## src/rtl/rib_master_arbiter.sv

```systemverilog
// Registered round-robin arbiter sharing the RIB bus among four masters
// (core data, core fetch, JTAG, UART download) with bounded locked ownership.
//
// Ports:
//   clk, rst       clock; synchronous active-high reset
//   req_i          per-master level request, held until served
//   lock_i         per-master lock, sampled only while that master owns the bus
//   grant_o        registered one-hot grant
//   grant_id_o     registered owner index, 0 when idle
//   grant_valid_o  registered, 1 whenever grant_o is non-zero
//   hold_o         per-master stall, req_i & ~grant_o (combinational)
//   core_hold_o    stall for the core pipeline, hold_o[0] | hold_o[1]
module rib_master_arbiter #(
    parameter int NUM_M    = 4,
    parameter int MAX_HOLD = 8
) (
    input  logic             clk,
    input  logic             rst,
    input  logic [NUM_M-1:0] req_i,
    input  logic [NUM_M-1:0] lock_i,
    output logic [NUM_M-1:0] grant_o,
    output logic [1:0]       grant_id_o,
    output logic             grant_valid_o,
    output logic [NUM_M-1:0] hold_o,
    output logic             core_hold_o
);

    localparam int HW = $clog2(MAX_HOLD);
    localparam logic [HW-1:0] HOLD_LAST = HW'(MAX_HOLD - 1);

    typedef enum logic {
        IDLE,
        GRANT
    } state_t;

    state_t           state_q;
    state_t           state_d;
    logic [1:0]       rr_ptr_q;
    logic [1:0]       rr_ptr_d;
    logic [HW-1:0]    hold_cnt_q;
    logic [HW-1:0]    hold_cnt_d;
    logic [NUM_M-1:0] grant_q;
    logic [NUM_M-1:0] grant_d;
    logic [1:0]       grant_id_q;
    logic [1:0]       grant_id_d;
    logic             grant_valid_q;
    logic             grant_valid_d;

    logic [1:0]       winner;
    logic             any_req;
    logic             others;
    logic             owner_req;
    logic             owner_lock;
    logic             hold_ok;
    logic             keep;

    // Circular scan starting at rr_ptr. Because rr_ptr sits just past the
    // previous winner, that winner is searched last and only wins again
    // when nobody else is asking.
    always_comb begin
        logic [1:0] idx;
        logic       found;
        idx    = '0;
        found  = 1'b0;
        winner = rr_ptr_q;
        for (int i = 0; i < NUM_M; i++) begin
            idx = rr_ptr_q + 2'(i);
            if (!found && req_i[idx]) begin
                winner = idx;
                found  = 1'b1;
            end
        end
    end

    // grant_q is one-hot of the owner while in GRANT, so masking with it
    // isolates the owner's own request and lock bits.
    assign any_req    = |req_i;
    assign others     = |(req_i & ~grant_q);
    assign owner_req  = |(req_i & grant_q);
    assign owner_lock = |(lock_i & grant_q);
    assign hold_ok    = (hold_cnt_q < HOLD_LAST);
    assign keep       = owner_req & (~others | (owner_lock & hold_ok));

    always_comb begin
        state_d       = state_q;
        rr_ptr_d      = rr_ptr_q;
        hold_cnt_d    = hold_cnt_q;
        grant_d       = grant_q;
        grant_id_d    = grant_id_q;
        grant_valid_d = grant_valid_q;

        unique case (state_q)
            IDLE: begin
                if (any_req) begin
                    state_d         = GRANT;
                    grant_d         = '0;
                    grant_d[winner] = 1'b1;
                    grant_id_d      = winner;
                    grant_valid_d   = 1'b1;
                    rr_ptr_d        = winner + 2'd1;
                    hold_cnt_d      = '0;
                end
            end
            GRANT: begin
                if (keep) begin
                    // Saturates so a long sole owner releases on the first
                    // cycle a competitor appears.
                    if (hold_ok) begin
                        hold_cnt_d = hold_cnt_q + 1'b1;
                    end
                end else if (any_req) begin
                    grant_d         = '0;
                    grant_d[winner] = 1'b1;
                    grant_id_d      = winner;
                    grant_valid_d   = 1'b1;
                    rr_ptr_d        = winner + 2'd1;
                    hold_cnt_d      = '0;
                end else begin
                    state_d       = IDLE;
                    grant_d       = '0;
                    grant_id_d    = '0;
                    grant_valid_d = 1'b0;
                    hold_cnt_d    = '0;
                end
            end
            default: begin
                state_d       = IDLE;
                grant_d       = '0;
                grant_id_d    = '0;
                grant_valid_d = 1'b0;
                hold_cnt_d    = '0;
            end
        endcase
    end

    always_ff @(posedge clk) begin
        if (rst) begin
            state_q       <= IDLE;
            rr_ptr_q      <= '0;
            hold_cnt_q    <= '0;
            grant_q       <= '0;
            grant_id_q    <= '0;
            grant_valid_q <= 1'b0;
        end else begin
            state_q       <= state_d;
            rr_ptr_q      <= rr_ptr_d;
            hold_cnt_q    <= hold_cnt_d;
            grant_q       <= grant_d;
            grant_id_q    <= grant_id_d;
            grant_valid_q <= grant_valid_d;
        end
    end

    assign grant_o       = grant_q;
    assign grant_id_o    = grant_id_q;
    assign grant_valid_o = grant_valid_q;
    assign hold_o        = req_i & ~grant_q;
    assign core_hold_o   = hold_o[0] | hold_o[1];

endmodule

```

## config.mk

```make
export PLATFORM = sky130hd
export DESIGN_NAME = rib_master_arbiter
export DESIGN_NICKNAME = d
export VERILOG_FILES = /design/src/rtl/rib_master_arbiter.sv
export SDC_FILE = /design/constraint.sdc
export NUM_CORES = 1
export LEC_CHECK = 0
export BUFFER_PORTS_ARGS = -buffer_cell sky130_fd_sc_hd__buf_4
export CAP_MARGIN = 10
export CORE_ASPECT_RATIO = 0.8
export CORE_UTILIZATION = 40
export CTS_BUF_LIST = sky130_fd_sc_hd__clkbuf_4 sky130_fd_sc_hd__clkbuf_8
export DETAILED_ROUTE_END_ITERATION = 12
export SYNTH_ARGS = -nofsm -noshare
export SYNTH_HDL_FRONTEND = slang
export SYNTH_SLANG_ARGS = --single-unit
```

## constraint.sdc

```tcl
create_clock -name clk -period 2.3 [get_ports clk]
set_clock_uncertainty 0.15 [all_clocks]
set_input_delay 0.23 -clock clk [delete_from_list [all_inputs] [get_ports clk]]
set_output_delay 0.23 -clock clk [all_outputs]
set_load 0.01 [all_outputs]
```

==> results by group, run 1 <==
Run status
  – Status: finished clean

Global routing
  – Global-route wire length before repair: 2.90 mm
  – Largest net degree at the start of global routing: 10
  – Total Routing Usage GR: 20.7%
  – Initial antenna violation count: 0
  – GRT overflow: 0
  – Vias in the first global route: 599

Yosys
  – Synth cell count leaders: 13 x dfxtp_1, 8 x a21oi_1, 7 x nor2_1
  – Dominant cell type by area after synthesis: dfxtp_1
  – Seq/Total Area, Yosys: 35.2%
  – Mapped Avg Cell Area: 9.36 µm²
  – Mapped cell area: 739 µm²
  – Ys async rst share: 0%
  – Main synth FF type: dfxtp_1
  – Post-synth EDFFs: 0
  – Count leader, synth: dfxtp_1
  – Synth Warn #: 0
  – Largest cells by area after synthesis: dfxtp_1 35%, a22o_1 7.1%, a21oi_1 5.4%
  – #FFs+latches synth: 13
  – Synth cell types: 34
  – Syn Inst Count: 79
  – Synth top area share: 35.2%
  – Mapped Nets: 90

Floorplanning
  – I/O pin cnt: 22
  – Die Y: 40.5 µm
  – Initial cell density of the core: 44.1%
  – Die W: 50.1 µm
  – Row count: 13
  – Die area: 2030 µm²
  – Core footprint: 1680 µm²

Clocking
  – Clk_lat worst skew: 0.28 ns
  – CTS tree: built
  – Hold_buf cts: 0
  – Resized cells post-CTS: 0
  – Worst-path clk slew: 0.09 ns
  – Clock Sink Count: 13
  – Clock buffer count from CTS: 3
  – Root Buffer: clkbuf_4
  – Postcts setup bufs: 0
  – H-tree levels: 1
  – Clock Tree Buf Depth: 2

Setup path
  – Critical path cell sequence: and2b_4, nor4_4, o21ai_2, and3_4, a22o_1
  – Critical path arrival: 1.86 ns
  – WS Path Type: reg2reg
  – Critical Path End Type: flip-flop
  – Required @ worst endpoint: 2.33 ns
  – Reg-to-reg setup timing slack: 0.47 ns
  – Crit path max fanout: 6
  – Crit start category: flip-flop
  – R2R Path End: grant_o[2]$_SDFFE_PP0P_
  – Slowest CP cell: dfxtp_1
  – Crit-path max cell delay: 0.41 ns
  – Worst r2r src: grant_o[0]$_SDFFE_PP0P_
  – Reg2reg path depth: 5

Timing
  – Fin crit share: 79.4%
  – Final Hold Fails: 0
  – Worst Max-Slew Pin Slew: 0.386 ns
  – Worst relative slew slack: 74.1%
  – Worst setup margin: 0.474 ns
  – Fin Setup TNS: 0 ns
  – RSZ-0062 raised after global routing: false
  – Fmax: 0.548 GHz
  – Setup violations, final: 0
  – Final min period: 1.83 ns
  – Final Max Slew Viols: 0

Routing
  – Total Routed Length: 1.81 mm
  – Remaining DRCs: 0
  – First drt pass iteration count: 4
  – Vias: 686
  – Initial DRC Count: 16
  – Detail Route Antenna Nets: 0
  – Drt wl/cell: 14.5 µm
  – Vias per inst: 5.49

Power
  – P_int: 0.462 mW
  – Worst VDD drop: 0.000400 V
  – Power Density: 751 nW/µm²
  – Sequential fraction of design power: 41.9%
  – Comb power frac: 37.7%
  – Clk network pwr share: 20.5%
  – Switching fraction of total power: 35.0%
  – Reported net switching power: 0.248 mW
  – Leak: 0.394 nW

Layout
  – Register area: 260 µm²
  – Area growth, synth to finish: 27.7%
  – FILL cells: 171
  – Area taken by multi-input logic gates: 464 µm²
  – Antenna diode count: 0
  – Share of cells above drive strength 1: 35.9%
  – Final Non-Filler Cells: 125
  – Final instance area: 945 µm²
  – Nets: 115

Placed design
  – Post-place setup slack: 0.504 ns
  – Routability cong.: 0.761
  – Cell Area, Placed: 917 µm²
  – Post-DP HPWL: 1.35 mm
  – Placed cell count: 121
  – I/O Buffers: 21

Min path
  – Worst Min Path Start: rst
  – Hold endpoint: hold_cnt_q[2]$_SDFFE_PP0P_
  – Hold Path Class: in2reg
  – Worst Hold Depth: 2

Job
  – Max-cap viol count: 0
-- kinds of logic (layout without fill, tap and decap cells) --
family          Yosys count  after routing  share of synthesized area [%]
compound gates           32             32                           35.0
simple gates             29             29                           24.9
flops                    13             13                           35.2
buf+inv                   3             27                           2.03
fa+ha+maj                 1              1                           1.69
xor+xnor                  1              1                           1.18
-- cell type report --
class | instances | share of cell area [%]
clock buffer | 3 | 2.38
tap | 22 | 2.91
inverter | 2 | 0.795
multi-input combinational | 63 | 49.1
clock inverter | 1 | 0.530
sequential | 13 | 27.5
timing repair buffer | 21 | 16.7
-- how the worst max path moves through the flow --
| stage | start | endpoint | slack [ns] | depth (start not counted) |
|---|---|---|---|---|
| 5_1_grt | grant_o[0]$_SDFFE_PP0P_ | grant_o[2]$_SDFFE_PP0P_ | 0.41 | 5 |
| 3_5_place_dp | grant_o[0]$_SDFFE_PP0P_ | grant_o[2]$_SDFFE_PP0P_ | 0.50 | 5 |
| 6_report | grant_o[0]$_SDFFE_PP0P_ | grant_o[2]$_SDFFE_PP0P_ | 0.47 | 5 |
| 2_1_floorplan | grant_o[0]$_SDFFE_PP0P_ | grant_o[2]$_SDFFE_PP0P_ | 0.58 | 5 |
| 3_3_place_gp | req_i[0] | hold_cnt_q[1]$_SDFFE_PP0P_ | 0.53 | 6 |
| 4_1_cts | grant_o[0]$_SDFFE_PP0P_ | grant_o[2]$_SDFFE_PP0P_ | 0.48 | 5 |
-- per-stage QoR --
stage               hold slack [ns]  utilization (%)  total power [mW]
finish                       0.0464             56.4             0.710
global route                 0.0333             56.4             0.762
CTS                          0.0363             56.4             0.719
detailed placement            0.291             54.7             0.568
global placement              0.286             54.7             0.567
floorplan                     0.245                -             0.466
-- power groups by stage --
stage / logic, mW / registers (mW) / clock network (mW)
2_1_floorplan: 0.164 / 0.302 / 0
6_report: 0.267 / 0.297 / 0.145
3_3_place_gp: 0.268 / 0.299 / 0
5_1_grt: 0.291 / 0.304 / 0.167
3_5_place_dp: 0.266 / 0.302 / 0
4_1_cts: 0.268 / 0.296 / 0.155
-- per-layer routing --
| layer | part of all wire [%] | routed length [µm] | GRT usage, % | vias up |
|---|---|---|---|---|
| met1 | 53 | 952 | 28.1 | 306 |
| met3 | 9.6 | 174 | 10.6 | 2 |
| met5 | 0 | 0 | 0 | - |
| li1 | - | - | - | 348 |
| met4 | 0.44 | 8 | 6.43 | 0 |
| met2 | 37 | 679 | 27.7 | 30 |
-- sequential cells by signal, indices dropped and copies added, names as in the netlist --
name           count
rr_ptr_q           2
grant_valid_o      1
grant_o            4
state_q            1
hold_cnt_q         3
grant_id_o         2
-- critical path: cells and delay by family, from the launching register on --
kind | cells | cell delay [ns]
simple gates | 3 | 0.76
flops | 1 | 0.41
compound gates | 2 | 0.39
-- cell usage in the layout, fill, tap and decap left out, types with 3 or more instances in the layout --
master    count
clkbuf_4      3
a22oi_1       4
buf_4        21
nand2_1       5
dfxtp_1      13
a21oi_1       8
a22o_1        6
nor2_1        7
a21o_1        3
nor2b_1       3
No activity file was read; power rests on OpenSTA's default activity.
==> run 2: changes to the inputs <==
- clock period: 2.3 -> 1.8 ns (I/O delays scaled with it)
==> run 2 against run 1 <==
Global-route usage decreased by 0.72 points. Non-clock buffer count increased by 4. Combinational power increased by 35%. Largest power group unchanged. First-iteration DRC count increased by 31%. Sequential power increased by 27%. Final cell count increased by 3.2%. Largest cell class unchanged. Clock-buffer cell count unchanged.
==> results by group, run 2 (synthesis results as in run 1) <==
Floorplanning
  – Die Y: 40.5 µm (unchanged)
  – Die W: 50.1 µm (unchanged)
  – I/O pin cnt: 22 (unchanged)
  – Core footprint: 1680 µm² (unchanged)
  – Initial cell density of the core: 44.1% (unchanged)
  – Die area: 2030 µm² (unchanged)
  – Row count: 13 (unchanged)

Global routing
  – Vias in the first global route: 651 (+8.7%)
  – GRT overflow: 0 (unchanged)
  – Initial antenna violation count: 0 (unchanged)
  – Largest net degree at the start of global routing: 10 (unchanged)
  – Global-route wire length before repair: 2.95 mm (+1.7%)
  – Total Routing Usage GR: 20.0% (-0.72 points)

Setup path
  – Crit start category: flip-flop
  – Critical path arrival: 1.77 ns (-0.09 ns)
  – Critical path cell sequence: and2b_4, nor4_4, o21ai_2, and3_4, a22o_1
  – Required @ worst endpoint: 1.82 ns (-0.51 ns)
  – Reg2reg path depth: 5 (unchanged)
  – Critical Path End Type: flip-flop
  – WS Path Type: reg2reg
  – Crit path max fanout: 6 (unchanged)
  – Crit-path max cell delay: 0.40 ns (about the same)
  – Slowest CP cell: dfxtp_1

Layout
  – Core Util, Final: 58.4% (+2.0 points)
  – Final Non-Filler Cells: 129 (+3.2%)
  – Nets: 119 (+3.5%)
  – Area growth, synth to finish: 32.3%
  – Register area: 262 µm² (+0.48%)
  – Antenna diode count: 0 (unchanged)
  – Most common cell after layout, fill and taps aside: buf_4
  – Commonest cells after routing, fill and taps aside: 24 x buf_4, 12 x dfxtp_1, 8 x a21oi_1
  – Max reg flops: 4 (unchanged)
  – FILL cells: 146 (-15%)
  – Area taken by multi-input logic gates: 464 µm² (unchanged)
  – Share of cells above drive strength 1: 38.3% (+2.4 points)

Routing
  – Detail Route Antenna Nets: 0 (unchanged)
  – Initial DRC Count: 21 (+5)
  – First drt pass iteration count: 4 (unchanged)
  – Drt wl/cell: 14.1 µm (-2.6%)
  – Vias per inst: 5.55 (+1.1%)
  – Total Routed Length: 1.82 mm (+0.50%)
  – Remaining DRCs: 0 (unchanged)
  – Vias: 716 (+4.4%)

Clocking
  – Clock Tree Buf Depth: 2 (unchanged)
  – Clock buffer count from CTS: 3 (unchanged)
  – Postcts setup bufs: 0 (unchanged)
  – CTS tree: built
  – H-tree levels: 1 (unchanged)
  – Clk_lat worst skew: 0.28 ns (about the same)
  – Clock Sink Count: 13 (unchanged)
  – Worst-path clk slew: 0.08 ns (about the same)
  – Root Buffer: clkbuf_4

Placed design
  – Placed cell count: 124 (+2.5%)
  – Routability cong.: 0.747 (-1.8%)
  – Post-DP HPWL: 1.35 mm (+0.20%)
  – I/O Buffers: 21 (unchanged)

Timing
  – Final Max Slew Viols: 0 (unchanged)
  – Fmax: 0.572 GHz (+4.4%)
  – Worst relative slew slack: 72.7% (-1.4 points)
  – RSZ-0062 raised after global routing: true
  – Worst hold slack: 0.224 ns (+0.178 ns)
  – Final min period: 1.75 ns (-0.0770 ns)
  – Setup violations, final: 0 (unchanged)
  – Worst Max-Slew Pin Slew: 0.406 ns (+0.0201 ns)
  – Final Hold Fails: 0 (unchanged)
  – Fin crit share: 97.2% (+18 points)
  – Fin Setup TNS: 0 ns (unchanged)

Power
  – Power Density: 942 nW/µm² (+25%)
  – Worst VDD drop: 0.000538 V (+35%)
  – Leak: 0.414 nW (+5.2%)

Min path
  – Hold Path Class: in2reg
  – Worst Hold Depth: 4 (+2)

Job
  – Max-cap viol count: 0 (unchanged)

Run status
  – Status: finished clean
==> run 2: cell count changes in the layout (fill, tap and decap cells not counted), sizes merged <==
cell         change
buf              +3
dlygate4sd3      +1
==> run 2: power breakdown <==
group	internal, mW	switching [mW]	total, mW
sequential	0.332	0.0451	0.377
clock	0.0825	0.102	0.185
combinational	0.189	0.171	0.360
==> run 2: worst max-delay path, delay by kind of cell, from the launching register on <==
kind	cells	cell delay, ns
AOI/OAI and AO/OA	2	0.38
DFF	1	0.40
and+or+nand+nor	3	0.72
==> run 2: cell type report <==
type | count | area share [%]
inverters | 2 | 0.767
clock inverters | 1 | 0.512
well taps | 22 | 2.81
clock buffers | 3 | 2.30
repair buffers | 25 | 19.4
multi-input cells | 63 | 47.4
flip-flops and latches | 13 | 26.7
==> run 2: worst paths after layout <==
path                                                 start  slack [ns]                         end
worst min-delay path                              req_i[1]        0.22          state_q$_SDFF_PP0_
worst max-delay path               grant_o[1]$_SDFFE_PP0P_        0.05     grant_o[2]$_SDFFE_PP0P_
worst max register to register     grant_o[1]$_SDFFE_PP0P_        0.05     grant_o[2]$_SDFFE_PP0P_
worst min register to register  grant_valid_o$_SDFFE_PP0P_        0.31  grant_valid_o$_SDFFE_PP0P_
==> run 2: per-layer routing <==
| metal | global-route usage, % | share of wire [%] | wire (µm) | up-vias |
|---|---|---|---|---|
| met3 | 5.30 | 6.5 | 119 | 2 |
| met2 | 31.3 | 38 | 693 | 30 |
| met4 | 4.29 | 0.55 | 10 | 0 |
| met5 | 0 | 0 | 0 | - |
| li1 | - | - | - | 354 |
| met1 | 27.4 | 55 | 998 | 330 |
==> run 2: per-stage QoR <==
stage	area (µm²)	power [mW]	setup slack, ns
6_report	978	0.922	0.0510
2_1_floorplan	739	0.596	0.0776
3_5_place_dp	940	0.739	0.0629
4_1_cts	977	0.930	0.0422
5_1_grt	978	0.980	-0.00508
3_3_place_gp	940	0.738	0.0671
==> run 2: what timing repair did <==
action | in CTS | in global routing
endpoints found under the hold margin | 4 | 0
gates resized for setup | 0 | 1
hold buffers | 1 | 0
setup endpoints to repair | 0 | 6
